<file path="config.mk">
export PLATFORM = sky130hd
export DESIGN_NAME = swap_reg_ctrl
export DESIGN_NICKNAME = d
export VERILOG_FILES = /design/src/rtl/swap_reg_ctrl.sv
export SDC_FILE = /design/constraint.sdc
export NUM_CORES = 1
export LEC_CHECK = 0
export ABC_CLOCK_PERIOD_IN_PS = 1500
export CORE_AREA = 4 4 41 43
export CTS_BUF_LIST = sky130_fd_sc_hd__clkbuf_4 sky130_fd_sc_hd__clkbuf_8 sky130_fd_sc_hd__clkbuf_16
export CTS_CLUSTER_SIZE = 30
export DETAILED_ROUTE_END_ITERATION = 10
export DIE_AREA = 0 0 45 47
export GPL_ROUTABILITY_DRIVEN = 0
export GPL_TIMING_DRIVEN = 0
export PLACE_DENSITY = 0.7
export SYNTH_ARGS = -nofsm -noshare
export SYNTH_HDL_FRONTEND = slang
export SYNTH_SLANG_ARGS = --single-unit
</file>
<file path="constraint.sdc">
create_clock -name clk -period 1.5 [get_ports clk]
set_input_delay 0.3 -clock clk [delete_from_list [all_inputs] [get_ports clk]]
set_output_delay 0.3 -clock clk [all_outputs]
set_load 0.05 [all_outputs]
</file>
<file path="src/rtl/swap_reg_ctrl.sv">
// Sequencing controller for the three-register swap datapath: accepts MOVE/SWAP
// commands and steps the bus mux select and register load enables.
module swap_reg_ctrl #(
  parameter int TEMP_IDX = 3
) (
  input  logic       clk,
  input  logic       reset_n,
  input  logic       cmd_valid,
  output logic       cmd_ready,
  input  logic       cmd_op,
  input  logic [1:0] cmd_src,
  input  logic [1:0] cmd_dst,
  output logic [1:0] s,
  output logic [2:0] ld,
  output logic       busy,
  output logic       done,
  output logic       err
);

  localparam logic [1:0] TEMP_SEL = 2'(TEMP_IDX);

  localparam logic [2:0] ST_IDLE = 3'd0;
  localparam logic [2:0] ST_MV   = 3'd1;
  localparam logic [2:0] ST_SW1  = 3'd2;
  localparam logic [2:0] ST_SW2  = 3'd3;
  localparam logic [2:0] ST_SW3  = 3'd4;
  localparam logic [2:0] ST_DONE = 3'd5;
  localparam logic [2:0] ST_ERR  = 3'd6;

  logic [2:0] state_q, state_d;
  logic [1:0] src_q, src_d;
  logic [1:0] dst_q, dst_d;
  logic       illegal;

  // Register index 1..3 to its one-hot load enable; index 0 (data_in) loads nothing.
  function automatic logic [2:0] dec_ld(input logic [1:0] idx);
    case (idx)
      2'd1:    dec_ld = 3'b001;
      2'd2:    dec_ld = 3'b010;
      2'd3:    dec_ld = 3'b100;
      default: dec_ld = 3'b000;
    endcase
  endfunction

  always_comb begin
    if (cmd_op) begin
      illegal = (cmd_src == 2'd0) || (cmd_dst == 2'd0) ||
                (cmd_src == TEMP_SEL) || (cmd_dst == TEMP_SEL) ||
                (cmd_src == cmd_dst);
    end else begin
      illegal = (cmd_dst == 2'd0);
    end
  end

  always_comb begin
    state_d = state_q;
    src_d   = src_q;
    dst_d   = dst_q;
    case (state_q)
      ST_IDLE: begin
        if (cmd_valid) begin
          src_d = cmd_src;
          dst_d = cmd_dst;
          if (illegal)     state_d = ST_ERR;
          else if (cmd_op) state_d = ST_SW1;
          else             state_d = ST_MV;
        end
      end
      ST_MV:   state_d = ST_DONE;
      ST_SW1:  state_d = ST_SW2;
      ST_SW2:  state_d = ST_SW3;
      ST_SW3:  state_d = ST_DONE;
      ST_DONE: state_d = ST_IDLE;
      ST_ERR:  state_d = ST_IDLE;
      default: state_d = ST_IDLE;
    endcase
  end

  always_ff @(posedge clk or negedge reset_n) begin
    if (!reset_n) begin
      state_q <= ST_IDLE;
      src_q   <= 2'd0;
      dst_q   <= 2'd0;
    end else begin
      state_q <= state_d;
      src_q   <= src_d;
      dst_q   <= dst_d;
    end
  end

  // SWAP rotates a -> temp, b -> a, temp -> b with a = src and b = dst.
  always_comb begin
    s         = 2'd0;
    ld        = 3'b000;
    done      = 1'b0;
    err       = 1'b0;
    cmd_ready = (state_q == ST_IDLE);
    busy      = (state_q != ST_IDLE);
    case (state_q)
      ST_MV: begin
        s  = src_q;
        ld = dec_ld(dst_q);
      end
      ST_SW1: begin
        s  = src_q;
        ld = dec_ld(TEMP_SEL);
      end
      ST_SW2: begin
        s  = dst_q;
        ld = dec_ld(src_q);
      end
      ST_SW3: begin
        s  = TEMP_SEL;
        ld = dec_ld(dst_q);
      end
      ST_DONE: done = 1'b1;
      ST_ERR:  err  = 1'b1;
      default: ;
    endcase
  end

endmodule
</file>
# [After elaboration in Yosys (flattened, before gate mapping)]
# Cells that the tools add are included.
[word_totals] ff_bits=7 inputBits=8 word_cells=41
[op_classes] n_eq_ne=16 mux=11 reduce_logical=11
[ops] cell="3-bit one-hot mux with 3 select lines" n=3
[ops] cell="2-bit == test (second input constant)" n=6
[ops] cell="3-bit one-hot mux with 4 select lines" n=1
[ops] cell="3-bit == test (second input constant)" n=3
[ops] cell="3-bit by 2-bit == test with 1-bit output (second input constant)" n=2
[ops] cell="3-bit two-way mux" n=2
[ops] cell="2-bit one-hot mux with 3 select lines" n=1
[ops] cell="2-bit by 1-bit == test with 1-bit output (second input constant)" n=2
[ops] cell="2-bit logical NOT" n=2
[ops] cell="1-bit logical OR" n=4
[ops] cell="2-bit OR reduction" n=2
[ops] cell="3-bit by 1-bit == test with 1-bit output (second input constant)" n=1
[ops] cell="3-bit logical NOT" n=1
[ops] cell="1-bit two-way mux" n=3
[ops] cell="3-bit nonzero test" n=1
[ops] cell="2-bit == test" n=1
[ops] cell="2-bit two-way mux" n=1
[ops] cell="2-bit inequality test (second input constant)" n=1
[ops] cell="2-bit AND reduction" n=1

# [Depth between registers and ports, before layout]
[depth] depth_word=9 mapped_depth=4

# [Worst setup path before layout]
# No wires, ideal clock.
[synth_timing] path_kind="reg-to-output" startpoint="register state_q[0]" endpoint="output port s[0]" t_arrival_ns=1.929 t_required_ns=1.200 setup_slack_ns=-0.729 path_stages_with_launch=5 path_buffers=1 cell_sequence="dfrtp_1 buf_4 mux2_2 a22oi_1 o21ai_0"
[synth_via] elab_chain_len=3 word_cells_on_any_way=6
[synth_rtl] item="start: declaration" line="30" text="logic [2:0] state_q, state_d;"
[synth_rtl] item="start signal: assignment" line="85" text="state_q <= state_d;"
[synth_rtl] item="3-bit by 1-bit == test with 1-bit output or 3-bit by 2-bit == test with 1-bit output (tied branches)" line="99" text="case (state_q)"
[synth_rtl] item="2-bit OR reduction (no line)"
[synth_rtl] item="2-bit one-hot mux with 3 select lines *" line="99"
[synth_rtl] item="end: declaration" line="13" text="output logic [1:0] s,"
# Mark *: on every way between the ends. The rest lies on a longest branch, timed or not.

# [Final worst setup path]
[layout_timing] startpoint="register state_q[0]" endpoint="output port ld[1]"
[layout_via] elab_chain_len=3 word_cells_on_any_way=6
[layout_rtl] item="3-bit == test or 3-bit by 1-bit == test with 1-bit output (tied branches)" line="99"
[layout_rtl] item="2-bit OR reduction (no line)"
[layout_rtl] item="3-bit one-hot mux with 3 select lines *" line="99"
[layout_rtl] item="end: declaration" line="14" text="output logic [2:0] ld,"
# Marked as above.

==> impl_metrics.ini <==
[status]
status = complete, but fails checks
violations = negative setup slack

[route]
dr_total_vias = 576
drtIter0Drc = 19
viasPerCell = 5.54
drt_first_pass_iters = 4
drc = 0
routedWlPerCell_um = 15.2
antenna_left = 0
wirelength_um = 1580

[placed_design]
portBuffers = 16
dp_worst_setup_slack_ns = -0.923
dpl.hpwl_um = 933

[clock_network]
cts_htree_levels = 1
cts_num_sinks = 7
clkTransAtPathRegs_ns = 0.06
clockRootBuffer = clkbuf_4
insertion_delay_ns = 0.25
cts_buffers = 3
clockBufferDepth = 2
cts_tree = done

[die]
fp.dieW_um = 45
core_area_um2 = 1300
fp.dieArea_um2 = 2120
initial_core_util = 0.401
num_io_pins = 17
rows = 13
fp.dieH_um = 47

[final_layout]
final_util = 0.753
n_antenna_cell = 0
drive_gt1_frac = 0.618
area_growth_pct = 87.8
fin_nets = 98

[synth]
synthArstFlopShare = 1.00
syn_inst = 54
synth.most_common_cell = dfrtp_1
synth_edf_count = 0
synth_top_area_frac = 0.336
avgSynthCellArea_um2 = 9.66
ys_seq_area_frac = 0.336
ys_ff_latch = 7
ys_warn_count = 0
synth_largest_area_cell = dfrtp_1
synth_fp_nets = 62
synth.distinct_cells = 27
ys.flop_type = dfrtp_1
ys_top_cells_by_count = 7 x dfrtp_1, 6 x o21ai_0, 5 x mux2_2
yosys-top-cells-area = dfrtp_1 34%, mux2_2 11%, o21ai_0 5.8%
synth_area_um2 = 522

[timing]
rsz0062_at_grt = yes
skew_ns = 0.00970
final_max_slew_viol_count = 0
fmaxAchievable_mhz = 526
period_minus_slack_ns = 1.90
fin_ws_ns = -0.403
slew-limit-headroom = 0.769
setup_viol = 12
tightestPinTransition_ns = 0.345
min_period_over_period = 1.27
final_hold_viol_count = 0

[worst_setup_path]
path_max_fanout = 7
cp_data_required_time_ns = 1.20
cp-end-kind = output port
worstSetupPathType = reg2out
worstPathArrival_ns = 1.60
start_kind = flip-flop

[grt]
overflow = 0
grt_pass1_vias = 519
grt.total_usage = 0.155
antenna_found_initial = 0
grt_pass1_wl_um = 2320
grt_max_degree = 11

[flow_run]
cap_violations = 0

[worst_hold_path]
hold_path_class = in2async
## layout by cell type (no fill, tap or decap), types with 2 or more instances in the layout
master | Yosys | layout
buf_8 | 0 | 3
buf_6 | 1 | 11
clkdlybuf4s50_1 | 0 | 7
mux2_4 | 0 | 2
inv_1 | 3 | 2
mux2_2 | 5 | 3
o21ai_2 | 0 | 2
o21ai_0 | 6 | 3
nand2_1 | 4 | 4
inv_2 | 1 | 2
dfrtp_2 | 0 | 2
dfrtp_1 | 7 | 5
o22ai_4 | 0 | 2
a22oi_2 | 0 | 2
o211ai_1 | 2 | 2
nor4bb_1 | 2 | 2
clkbuf_4 | 0 | 4
buf_4 | 1 | 12
## cell families (layout without fill, tap and decap cells)
logic type             count (synthesis)  in the layout  share of synthesized area
and+or+nand+nor                       17             17                      0.221
buffers and inverters                  6             41                     0.0647
DFF                                    7              7                      0.336
muxes                                  5              5                      0.108
AOI/OAI and AO/OA                     19             19                      0.271
## layout make-up
class	count	area, um2
multi-input cells	41	409
fillers	91	322
clock buffers	4	30.0
plain buffers	2	22.5
flip-flops and latches	7	178
inverters	4	15.0
repair buffers	31	307
well taps	15	18.8
## path summary, 6_finish.rpt
| path | from | end | slack (ns) | cells past startpoint |
|---|---|---|---|---|
| worst max-delay path | state_q[0]$_DFFE_PN0P_ | ld[1] | -0.40 | 4 |
| worst min-delay path | reset_n | state_q[0]$_DFFE_PN0P_ | 0.32 | 1 |
| worst max register to register | state_q[0]$_DFFE_PN0P_ | dst_q[0]$_DFFE_PN0P_ | -0.25 | 7 |
| worst min register to register | src_q[0]$_DFFE_PN0P_ | src_q[0]$_DFFE_PN0P_ | 0.63 | 2 |
| max in group asynchronous | reset_n | state_q[2]$_DFFE_PN0P_ | 0.91 | 1 |
| min in group clk | src_q[0]$_DFFE_PN0P_ | src_q[0]$_DFFE_PN0P_ | 0.63 | 2 |
## per-layer routing
layer,up-vias,routed length [um],share of wire,GRT usage
met5,-,0,0,0
li1,282,-,-,-
met4,0,27,0.017,0.0702
met3,2,63,0.040,0.0345
met1,278,639,0.40,0.191
met2,14,852,0.54,0.257
## critical path: stages, from the launching register on
cell     delay, ns
dfrtp_1       0.40
buf_6         0.14
or3_4         0.39
o32ai_4       0.22
buf_6         0.19
## per-stage QoR
| stage | setup TNS [ns] | instances | hold slack, ns | cell area [um2] |
|---|---|---|---|---|
| floorplan | -2.08 | 54 | 0.00441 | 574 |
| global placement | -5.35 | 85 | 0.592 | 753 |
| detailed placement | -5.44 | 85 | 0.597 | 753 |
| CTS | -2.41 | 99 | 0.319 | 877 |
| global route | -4.02 | 104 | 0.322 | 980 |
| finish | -3.20 | 104 | 0.315 | 980 |
## registers in the layout, summed over array words and instances (netlist names)
register  count
state_q       3
src_q         2
dst_q         2
## repair_timing
item                       CTS  global route
pin swaps                    5             5
setup endpoints to repair    9            12
setup buffers               10             5
hold buffers                 0             0
gates resized for setup     64            21
Power is not shown: default switching activity piles up to over one toggle a cycle in this logic, so the estimate is an artifact.
